**src/rtl/threshold_binarizer.sv**
```systemverilog
// rtl/threshold_binarizer.sv - per-pixel ROM-threshold binarizer with frame tracking (option: THRESH_OFFSET_EN)
module threshold_binarizer #(
    parameter int ADDR_W      = 14,
    parameter int PIX_W       = 8,
    parameter int NUM_PIXELS  = 16384,
    parameter int ROM_LATENCY = 2
) (
    input  logic              clk,
    input  logic              rst,
    input  logic              in_valid,
    input  logic              in_sof,
    input  logic [PIX_W-1:0]  in_pixel,
    output logic [ADDR_W-1:0] rom_addr,
    input  logic [PIX_W-1:0]  rom_q,
`ifdef THRESH_OFFSET_EN
    input  logic [PIX_W:0]    thr_offset,
`endif
    output logic              out_valid,
    output logic              out_bin,
    output logic              out_sof,
    output logic              out_eof,
    output logic              err_sync
);

    localparam logic [ADDR_W-1:0] LAST_IDX = ADDR_W'(NUM_PIXELS - 1);

    typedef enum logic {
        IDLE = 1'b0,
        RUN  = 1'b1
    } state_t;

    state_t            state_q, state_d;
    logic [ADDR_W-1:0] cnt_q, cnt_d;
    logic              err_q, err_d;

    // Acceptance decode for the pixel presented this cycle
    logic              acc;
    logic              acc_sof;
    logic              acc_eof;
    logic [ADDR_W-1:0] acc_idx;

    // Delay line: stage k holds the pixel accepted k cycles ago
    logic [ROM_LATENCY-1:0] dv_q;
    logic [ROM_LATENCY-1:0] ds_q;
    logic [ROM_LATENCY-1:0] de_q;
    logic [PIX_W-1:0]       dp_q [ROM_LATENCY];

    // Compare stage
    logic [PIX_W-1:0] thr_eff;
    logic             bin_d;

    logic out_valid_q;
    logic out_bin_q;
    logic out_sof_q;
    logic out_eof_q;

    // A starting pixel always reads threshold 0; otherwise the running index
    always_comb begin
        rom_addr = cnt_q;
        if (in_valid && in_sof) begin
            rom_addr = '0;
        end
    end

    // Frame FSM next state: accept/discard, index counting, framing errors
    always_comb begin
        state_d = state_q;
        cnt_d   = cnt_q;
        err_d   = err_q;
        acc     = 1'b0;
        acc_sof = 1'b0;
        acc_eof = 1'b0;
        acc_idx = cnt_q;
        if (in_valid) begin
            if (in_sof) begin
                acc     = 1'b1;
                acc_sof = 1'b1;
                acc_idx = '0;
                // A new frame before the previous one finished
                if (state_q == RUN) begin
                    err_d = 1'b1;
                end
            end else if (state_q == RUN) begin
                acc = 1'b1;
            end else begin
                // Pixel outside any frame is dropped
                err_d = 1'b1;
            end
            if (acc) begin
                if (acc_idx == LAST_IDX) begin
                    acc_eof = 1'b1;
                    cnt_d   = '0;
                    state_d = IDLE;
                end else begin
                    cnt_d   = acc_idx + ADDR_W'(1);
                    state_d = RUN;
                end
            end
        end
    end

    // Frame FSM state, counter and sticky error registers
    always_ff @(posedge clk) begin
        if (rst) begin
            state_q <= IDLE;
            cnt_q   <= '0;
            err_q   <= 1'b0;
        end else begin
            state_q <= state_d;
            cnt_q   <= cnt_d;
            err_q   <= err_d;
        end
    end

    // Delay line so the pixel arrives with the ROM data for its address
    always_ff @(posedge clk) begin
        if (rst) begin
            dv_q <= '0;
            ds_q <= '0;
            de_q <= '0;
            for (int i = 0; i < ROM_LATENCY; i++) begin
                dp_q[i] <= '0;
            end
        end else begin
            dv_q[0] <= acc;
            ds_q[0] <= acc & acc_sof;
            de_q[0] <= acc & acc_eof;
            dp_q[0] <= in_pixel;
            for (int i = 1; i < ROM_LATENCY; i++) begin
                dv_q[i] <= dv_q[i-1];
                ds_q[i] <= ds_q[i-1];
                de_q[i] <= de_q[i-1];
                dp_q[i] <= dp_q[i-1];
            end
        end
    end

`ifdef THRESH_OFFSET_EN
    logic signed [PIX_W+1:0] thr_sum;

    // Offset-adjusted threshold, clamped to the pixel range
    always_comb begin
        thr_sum = $signed({2'b00, rom_q}) + $signed({thr_offset[PIX_W], thr_offset});
        thr_eff = thr_sum[PIX_W-1:0];
        if (thr_sum[PIX_W+1]) begin
            thr_eff = '0;
        end else if (thr_sum[PIX_W]) begin
            thr_eff = '1;
        end
    end
`else
    // Threshold taken directly from the ROM
    always_comb begin
        thr_eff = rom_q;
    end
`endif

    // Strictly-greater unsigned compare, gated by the stage valid
    always_comb begin
        bin_d = dv_q[ROM_LATENCY-1] & (dp_q[ROM_LATENCY-1] > thr_eff);
    end

    // Registered outputs; markers only ever qualify a valid pixel
    always_ff @(posedge clk) begin
        if (rst) begin
            out_valid_q <= 1'b0;
            out_bin_q   <= 1'b0;
            out_sof_q   <= 1'b0;
            out_eof_q   <= 1'b0;
        end else begin
            out_valid_q <= dv_q[ROM_LATENCY-1];
            out_bin_q   <= bin_d;
            out_sof_q   <= dv_q[ROM_LATENCY-1] & ds_q[ROM_LATENCY-1];
            out_eof_q   <= dv_q[ROM_LATENCY-1] & de_q[ROM_LATENCY-1];
        end
    end

    assign out_valid = out_valid_q;
    assign out_bin   = out_bin_q;
    assign out_sof   = out_sof_q;
    assign out_eof   = out_eof_q;
    assign err_sync  = err_q;

endmodule

```
**config.mk**
```make
export PLATFORM = sky130hd
export DESIGN_NAME = threshold_binarizer
export DESIGN_NICKNAME = d
export VERILOG_FILES = /design/src/rtl/threshold_binarizer.sv
export SDC_FILE = /design/constraint.sdc
export NUM_CORES = 1
export LEC_CHECK = 0
export CORE_MARGIN = 2
export CORE_UTILIZATION = 29
export DETAILED_ROUTE_END_ITERATION = 8
export SLEW_MARGIN = 10
export SYNTH_ARGS = -nofsm -noshare
export SYNTH_HDL_FRONTEND = slang
export SYNTH_SLANG_ARGS = --single-unit
```
**constraint.sdc**
```tcl
create_clock -name clk -period 4 [get_ports clk]
set_input_delay 0.8 -clock clk [delete_from_list [all_inputs] [get_ports clk]]
set_output_delay 0.8 -clock clk [all_outputs]
set_load 0.02 [all_outputs]
```
==> impl_metrics.ini, run 1 <==
[run_status]
outcome = finished, final reports clean

[sta]
rsz0062_at_grt = no
final_max_slew_viol_count = 0
finalCritPeriodShare_pct = 83.4
timing_hold_violations_final = 0
tightest_slew_ns = 0.489
setup_viol = 0
maxSlewHeadroom_pct = 67.1
fin_ws_ns = 0.666
finalSetupTns_ns = 0
fmax_mhz = 300
final.min_clock_period_ns = 3.33
clock_skew_ns = 0.00478

[floorplan]
num_rows = 29
die_h_um = 83.9
core_um2 = 6280
start_util_pct = 29.5
die_x_um = 83.9
dieArea_um2 = 7040
ios = 39

[hold_path]
hold_depth = 1
hp-class = reg2reg

[synthesis]
yosys-top-cells-count = dfxtp_1, nor2b_1, and2_1
syn_nets = 240
synth.most_common_cell = dfxtp_1
syn_area_um2 = 1850
synth_top_cell_area_share_pct = 45.4
synthCells = 210
yosys_most_used_dff = dfxtp_1
ys_ff_latch = 42
syn_area_per_cell_um2 = 8.81
synth_top_area_cell = dfxtp_1
synth-warning-count = 0
synthTopCellsByArea = dfxtp_1, nor2b_1, ha_1, and2_1, a21oi_1
synth_edf_count = 0
seq_area_frac_synth_pct = 45.4
ys_types = 32
async_flop_share_pct = 0

[cts]
post_cts_buffers = 0
clock_path_buffers = 2
cts-resized-gates = 0
cts_inserted_buffers = 5
ctsHoldBuffers = 0
tritoncts = yes
clkLatencyLatePin_ns = 0.29
clock_sinks = 42
path_clk_slew_ns = 0.08
root_buffer = clkbuf_8
htreeDepth = 2

[finish]
drive_gt1_share_pct = 4.80
n_fill_cell = 661
nets = 279
syn2layout_area_growth_pct = 30.0
insertedDiodeCount = 0

[route]
wire_per_inst_um = 12.1
viasPerCell = 4.89
vias = 1600
totalWireLength_mm = 3.96
drcViolationCount = 0
drtIter0Drc = 77
first_pass_iters = 4
final_antenna_net_count = 0

[pwr]
ir_worst_vdd_mv = 0.141
power_density_nw_per_um2 = 324
p_leak_nw = 0.943

[placement]
dp_hpwl_mm = 2.82
portBuffers = 38
place_congestion = 0.813
pre_cts_ws_ns = 0.636

[job]
drv_cap = 0

[setup_path]
critPathKind = in2out
crit_arrival_ns = 2.53
cp_data_required_time_ns = 3.20
end_kind = output pin
path_max_fanout = 13
setup.worst_path.start_class = input port
reg2regPathDepth = 7
ff2ff_setup_slack_ns = 1.62

[grt]
grt.total_usage_pct = 12.3
grt_pass1_wl_mm = 7.00
grt_pass1_vias = 1537
grt_max_degree = 38
overflow = 0
antenna_found_initial = 0
[cell usage in the layout, fill, tap and decap left out, types with 4 or more instances in the layout]
| cell | Yosys | final |
|---|---|---|
| a21oi_1 | 12 | 12 |
| a31oi_1 | 4 | 4 |
| and2_1 | 15 | 15 |
| buf_4 | 0 | 4 |
| clkbuf_8 | 0 | 5 |
| clkdlybuf4s50_1 | 0 | 38 |
| dfxtp_1 | 42 | 42 |
| ha_1 | 10 | 10 |
| inv_1 | 13 | 13 |
| nand2_1 | 11 | 11 |
| nand3_1 | 11 | 11 |
| nand4_1 | 4 | 4 |
| nor2_1 | 8 | 8 |
| nor2b_1 | 24 | 24 |
| nor3_1 | 4 | 4 |
| o21ai_0 | 8 | 8 |
| or3_1 | 5 | 5 |
[final cells by class]
cell class / instances / area (um2) / area share (%)
well taps: 77 / 96.3 / 4.01
clock buffers: 6 / 72.6 / 3.02
flip-flops and latches: 42 / 841 / 35.0
repair buffers: 42 / 410 / 17.1
multi-input cells: 145 / 922 / 38.3
inverters: 13 / 48.8 / 2.03
clock inverters: 2 / 13.8 / 0.572
[power breakdown]
group	switching, W	internal (W)	total, W
clock	0.000145	0.000123	0.000268
combinational	0.0000370	0.0000395	0.0000765
sequential	0.00000450	0.000430	0.000434
total	0.000187	0.000592	0.000779
[critical path, stage by stage]
cell,delay (ns)
clkdlybuf4s50_1,0.62
nand2_1,0.30
and2_1,0.28
clkdlybuf4s50_1,0.53
[stage by stage]
step	total power (W)	util [%]	area [um2]	hold slack [ns]	instances
2_1_floorplan	0.000486	-	1850	0.406	210
3_3_place_gp	0.000520	36.9	2320	0.413	319
3_5_place_dp	0.000521	36.9	2320	0.417	319
4_1_cts	0.000790	38.3	2400	0.435	327
5_1_grt	0.000822	38.3	2400	0.453	327
6_report	0.000779	38.3	2400	0.431	327
[logic make-up after synthesis]
logic type      after synthesis  synth area share, %
simple gates                 97                 30.4
flops                        42                 45.4
compound gates               38                 12.6
buf+inv                      23                 4.73
fa+ha+maj                    10                 6.76
[layer usage]
metal / GRT usage, % / vias up / wire length [um] / share of wire, %
li1: - / 807 / - / -
met1: 15.6 / 733 / 1890 / 48
met2: 19.6 / 54 / 1750 / 44
met3: 4.35 / 6 / 274 / 6.9
met4: 3.81 / 0 / 42 / 1.1
met5: 0 / - / 0 / 0
[sequential cells by signal (all words and copies together), names as in the netlist]
signal and count:
cnt_q 14, de_q 2, dp_q 16, ds_q 2, dv_q 2, err_sync 1, out_bin 1, out_eof 1
out_sof 1, out_valid 1, state_q 1
[final timing paths]
path,startpoint,endpoint
setup / recovery,in_sof,rom_addr[12]
hold / removal,de_q[1],out_eof
setup reg to reg,cnt_q[0],cnt_q[11]
hold reg to reg,de_q[1],out_eof
(Power assumes the default switching activity.)
==> run 2: changes to the inputs <==
==> constraint.sdc (replaced) <==
create_clock -name clk -period 2.83 [get_ports clk]
set_input_delay 0.566 -clock clk [delete_from_list [all_inputs] [get_ports clk]]
set_output_delay 0.566 -clock clk [all_outputs]
set_load 0.02 [all_outputs]
==> impl_metrics.ini, run 2 (synthesis gave the netlist of run 1 again) <==
[pwr]
seq_power_share_pct = 51.1
p_int_w = 0.000933
p_leak_nw = 0.993
sw_frac_of_total_pct = 22.2
power_density_nw_per_um2 = 480
ir_worst_vdd_mv = 0.225
p_switching_w = 0.000267
clockPowerShare_pct = 39.0
p_comb_share_pct = 9.9

[cts]
htreeDepth = 2
tritoncts = yes
root_buffer = clkbuf_8
clock_sinks = 42
cts_inserted_buffers = 5
clkLatencyLatePin_ns = 0.29
cts-resized-gates = 1
path_clk_slew_ns = 0.08
post_cts_buffers = 0
clock_path_buffers = 2
ctsHoldBuffers = 0

[route]
wire_per_inst_um = 12.4
final_antenna_net_count = 0
totalWireLength_mm = 4.15
viasPerCell = 4.83
drcViolationCount = 0
drtIter0Drc = 85
first_pass_iters = 4
vias = 1623

[sta]
timing_hold_violations_final = 0
maxSlewHeadroom_pct = 75.8
setup_viol = 0
finalCritPeriodShare_pct = 95.1
whs_ns = 0.432
rsz0062_at_grt = no
tightest_slew_ns = 0.360
fmax_mhz = 372
final_max_slew_viol_count = 0
final.min_clock_period_ns = 2.69
clock_skew_ns = 0.00278

[finish]
reg_top3 = dp_q x16, cnt_q x14
syn2layout_area_growth_pct = 35.0
multi_input_area_um2 = 925
final_cell_mix = dfxtp_1, clkdlybuf4s50_1, nor2b_1
insertedDiodeCount = 0
mostFrequentLayoutCell = dfxtp_1
seq_area_um2 = 841
final_cells = 336
largest_register_ffs = 16
n_fill_cell = 635
regMostFlops = dp_q
drive_gt1_share_pct = 8.49
stdcell_area_um2 = 2500
nets = 288

[hold_path]
hold_depth = 1
hp-class = reg2reg

[floorplan]
die_h_um = 83.9
num_rows = 29
die_x_um = 83.9
start_util_pct = 29.5
core_um2 = 6280
ios = 39
dieArea_um2 = 7040

[placement]
placed_cells = 328
dpl-instance-area_um2 = 2390
dp_hpwl_mm = 3.00
portBuffers = 38
place_congestion = 0.835

[grt]
grt_pass1_vias = 1453
grt_max_degree = 34
grt_pass1_wl_mm = 6.92
antenna_found_initial = 0
overflow = 0
grt.total_usage_pct = 12.3

[setup_path]
crit_arrival_ns = 2.13
critPathKind = in2out
path_max_fanout = 13
reg2regPathDepth = 7
cp_data_required_time_ns = 2.26
setup.worst_path.start_class = input port
end_kind = output pin

[run_status]
outcome = finished, final reports clean

[job]
drv_cap = 0
run 2: worst paths after layout:
check,start,to,slack (ns)
max,in_sof,rom_addr[12],0.14
min,ds_q[1],out_sof,0.43
max reg2reg,cnt_q[0],cnt_q[7],0.61
min reg2reg,ds_q[1],out_sof,0.43
run 2: final cells by class:
type | count | area share [%]
inverters | 13 | 1.95
well taps | 77 | 3.86
clock buffers | 6 | 2.90
multi-input cells | 145 | 37.0
clock inverters | 2 | 1.50
repair buffers | 51 | 19.1
flip-flops and latches | 42 | 33.7
run 2: stage by stage:
stage          setup TNS (ns)  utilization, %  power (W)  worst slack [ns]
2_1_floorplan               0               -   0.000686             0.462
3_5_place_dp         -0.00762            38.0   0.000746          -0.00479
5_1_grt                     0            39.8    0.00126            0.0264
4_1_cts                     0            39.8    0.00122             0.131
6_report                    0            39.8    0.00120             0.138
3_3_place_gp                0            38.0   0.000744            0.0318
run 2: routing by layer:
layer / vias to the layer above / share of wire [%] / wire length [um] / GRT usage [%]
met1: 741 / 49 / 2020 / 16.4
met4: 0 / 0.77 / 32 / 3.52
met3: 4 / 6.0 / 251 / 3.76
met5: - / 0 / 0 / 0
li1: 828 / - / - / -
met2: 50 / 45 / 1850 / 19.4
run 2: worst max-delay path, cell delays in order:
cell and delay [ns]:
clkdlybuf4s50_1 0.59, nand2_2 0.20, and2_1 0.23, clkdlybuf4s50_1 0.53
run 2: power groups by stage:
stage               clock [W]  combinational, W  sequential [W]
floorplan                   0         0.0000584        0.000628
global placement            0          0.000117        0.000627
detailed placement          0          0.000118        0.000627
CTS                  0.000482          0.000120        0.000613
global route         0.000513          0.000132        0.000616
finish               0.000469          0.000118        0.000613
==> run 3: changes to the inputs <==
--- a/config.mk
+++ b/config.mk
@@ -8,6 +8,7 @@
 export CORE_MARGIN = 2
 export CORE_UTILIZATION = 29
 export DETAILED_ROUTE_END_ITERATION = 8
+export PLACE_DENSITY = 0.49
 export SLEW_MARGIN = 10
 export SYNTH_ARGS = -nofsm -noshare
 export SYNTH_HDL_FRONTEND = slang
==> impl_metrics.ini, run 3 (synthesis gave the netlist of run 1 again) <==
[finish]
nets = 290
regMostFlops = dp_q
reg_top3 = dp_q x16, cnt_q x14
final_cells = 338
syn2layout_area_growth_pct = 34.4
drive_gt1_share_pct = 8.81
mostFrequentLayoutCell = dfxtp_1
insertedDiodeCount = 0
largest_register_ffs = 16
final_cell_mix = dfxtp_1, clkdlybuf4s50_1, nor2b_1

[grt]
grt_max_degree = 27
grt_pass1_vias = 1546
grt.total_usage_pct = 12.7
grt_pass1_wl_mm = 7.20
overflow = 0
antenna_found_initial = 0

[cts]
post_cts_buffers = 0
root_buffer = clkbuf_8
path_clk_slew_ns = 0.07
htreeDepth = 2
cts-resized-gates = 0
tritoncts = yes
ctsHoldBuffers = 0
clkLatencyLatePin_ns = 0.30
cts_inserted_buffers = 5
clock_path_buffers = 2
clock_sinks = 42

[route]
final_antenna_net_count = 0
vias = 1590
viasPerCell = 4.70
totalWireLength_mm = 4.18
drcViolationCount = 0
drtIter0Drc = 36
wire_per_inst_um = 12.4
first_pass_iters = 4

[floorplan]
dieArea_um2 = 7040
start_util_pct = 29.5
ios = 39
core_um2 = 6280
num_rows = 29
die_h_um = 83.9
die_x_um = 83.9

[pwr]
ir_worst_vdd_mv = 0.173
seq_power_share_pct = 54.9
p_leak_nw = 0.996
p_int_w = 0.000846
power_density_nw_per_um2 = 449
sw_frac_of_total_pct = 24.3
p_comb_share_pct = 10.7
p_switching_w = 0.000272
clockPowerShare_pct = 34.4

[sta]
clock_skew_ns = 0.00644
rsz0062_at_grt = no
final_max_slew_viol_count = 0
maxSlewHeadroom_pct = 76.4
final.min_clock_period_ns = 2.70
tightest_slew_ns = 0.351
setup_viol = 0
finalSetupTns_ns = 0
fin_ws_ns = 0.135
finalCritPeriodShare_pct = 95.2
timing_hold_violations_final = 0
fmax_mhz = 371

[hold_path]
hp-class = reg2reg

[run_status]
outcome = finished, final reports clean

[placement]
dp_hpwl_mm = 3.09
placed_cells = 330
pre_cts_ws_ns = 0.0664
portBuffers = 38
place_congestion = 0.830

[setup_path]
critPathKind = in2out
crit_arrival_ns = 2.13
end_kind = output pin
path_max_fanout = 11
setup.worst_path.start_class = input port
cp_data_required_time_ns = 2.26

[job]
drv_cap = 0
==> run 3: power groups by stage <==
stage	registers (W)	logic, W	clock network (W)
finish	0.000613	0.000120	0.000384
global route	0.000615	0.000135	0.000438
CTS	0.000613	0.000122	0.000403
detailed placement	0.000627	0.000121	0
global placement	0.000627	0.000121	0
floorplan	0.000628	0.0000584	0
==> run 3: per-layer routing <==
| layer | vias to the layer above | share of wire, % | global-route usage [%] |
|---|---|---|---|
| met5 | - | 0 | 0 |
| met3 | 7 | 4.5 | 2.97 |
| li1 | 826 | - | - |
| met4 | 0 | 1.5 | 4.84 |
| met2 | 48 | 46 | 20.9 |
| met1 | 709 | 47 | 16.2 |
==> run 3: layout make-up <==
type / count / area, um2
Clock buffer: 6 / 72.6
Clock inverter: 2 / 13.8
Fill cell: 663 / 3790
Inverter: 13 / 48.8
Multi-Input combinational cell: 145 / 922
Sequential cell: 42 / 841
Tap cell: 77 / 96.3
Timing Repair Buffer: 53 / 493
==> run 3: final timing paths <==
path	start	endpoint	slack, ns	cells past startpoint
worst max-delay path	in_sof	rom_addr[0]	0.13	5
worst min-delay path	ds_q[1]	out_sof	0.43	1
worst max register to register	cnt_q[0]	cnt_q[7]	0.63	7
worst min register to register	ds_q[1]	out_sof	0.43	1
==> run 3: worst max-delay path: stages <==
cell and delay (ns):
clkdlybuf4s50_1 0.57, nand2_1 0.12, buf_4 0.18, and2_1 0.16, clkdlybuf4s50_1 0.53
==> run 3: per-stage QoR <==
step           hold slack (ns)  utilization (%)  total power, W  instance area (um2)
6_report                 0.429             39.6         0.00112                 2490
5_1_grt                  0.449             39.6         0.00119                 2490
4_1_cts                  0.436             39.6         0.00114                 2490
3_5_place_dp             0.417             38.3        0.000748                 2400
3_3_place_gp             0.413             38.3        0.000748                 2400
2_1_floorplan            0.406                -        0.000686                 1850
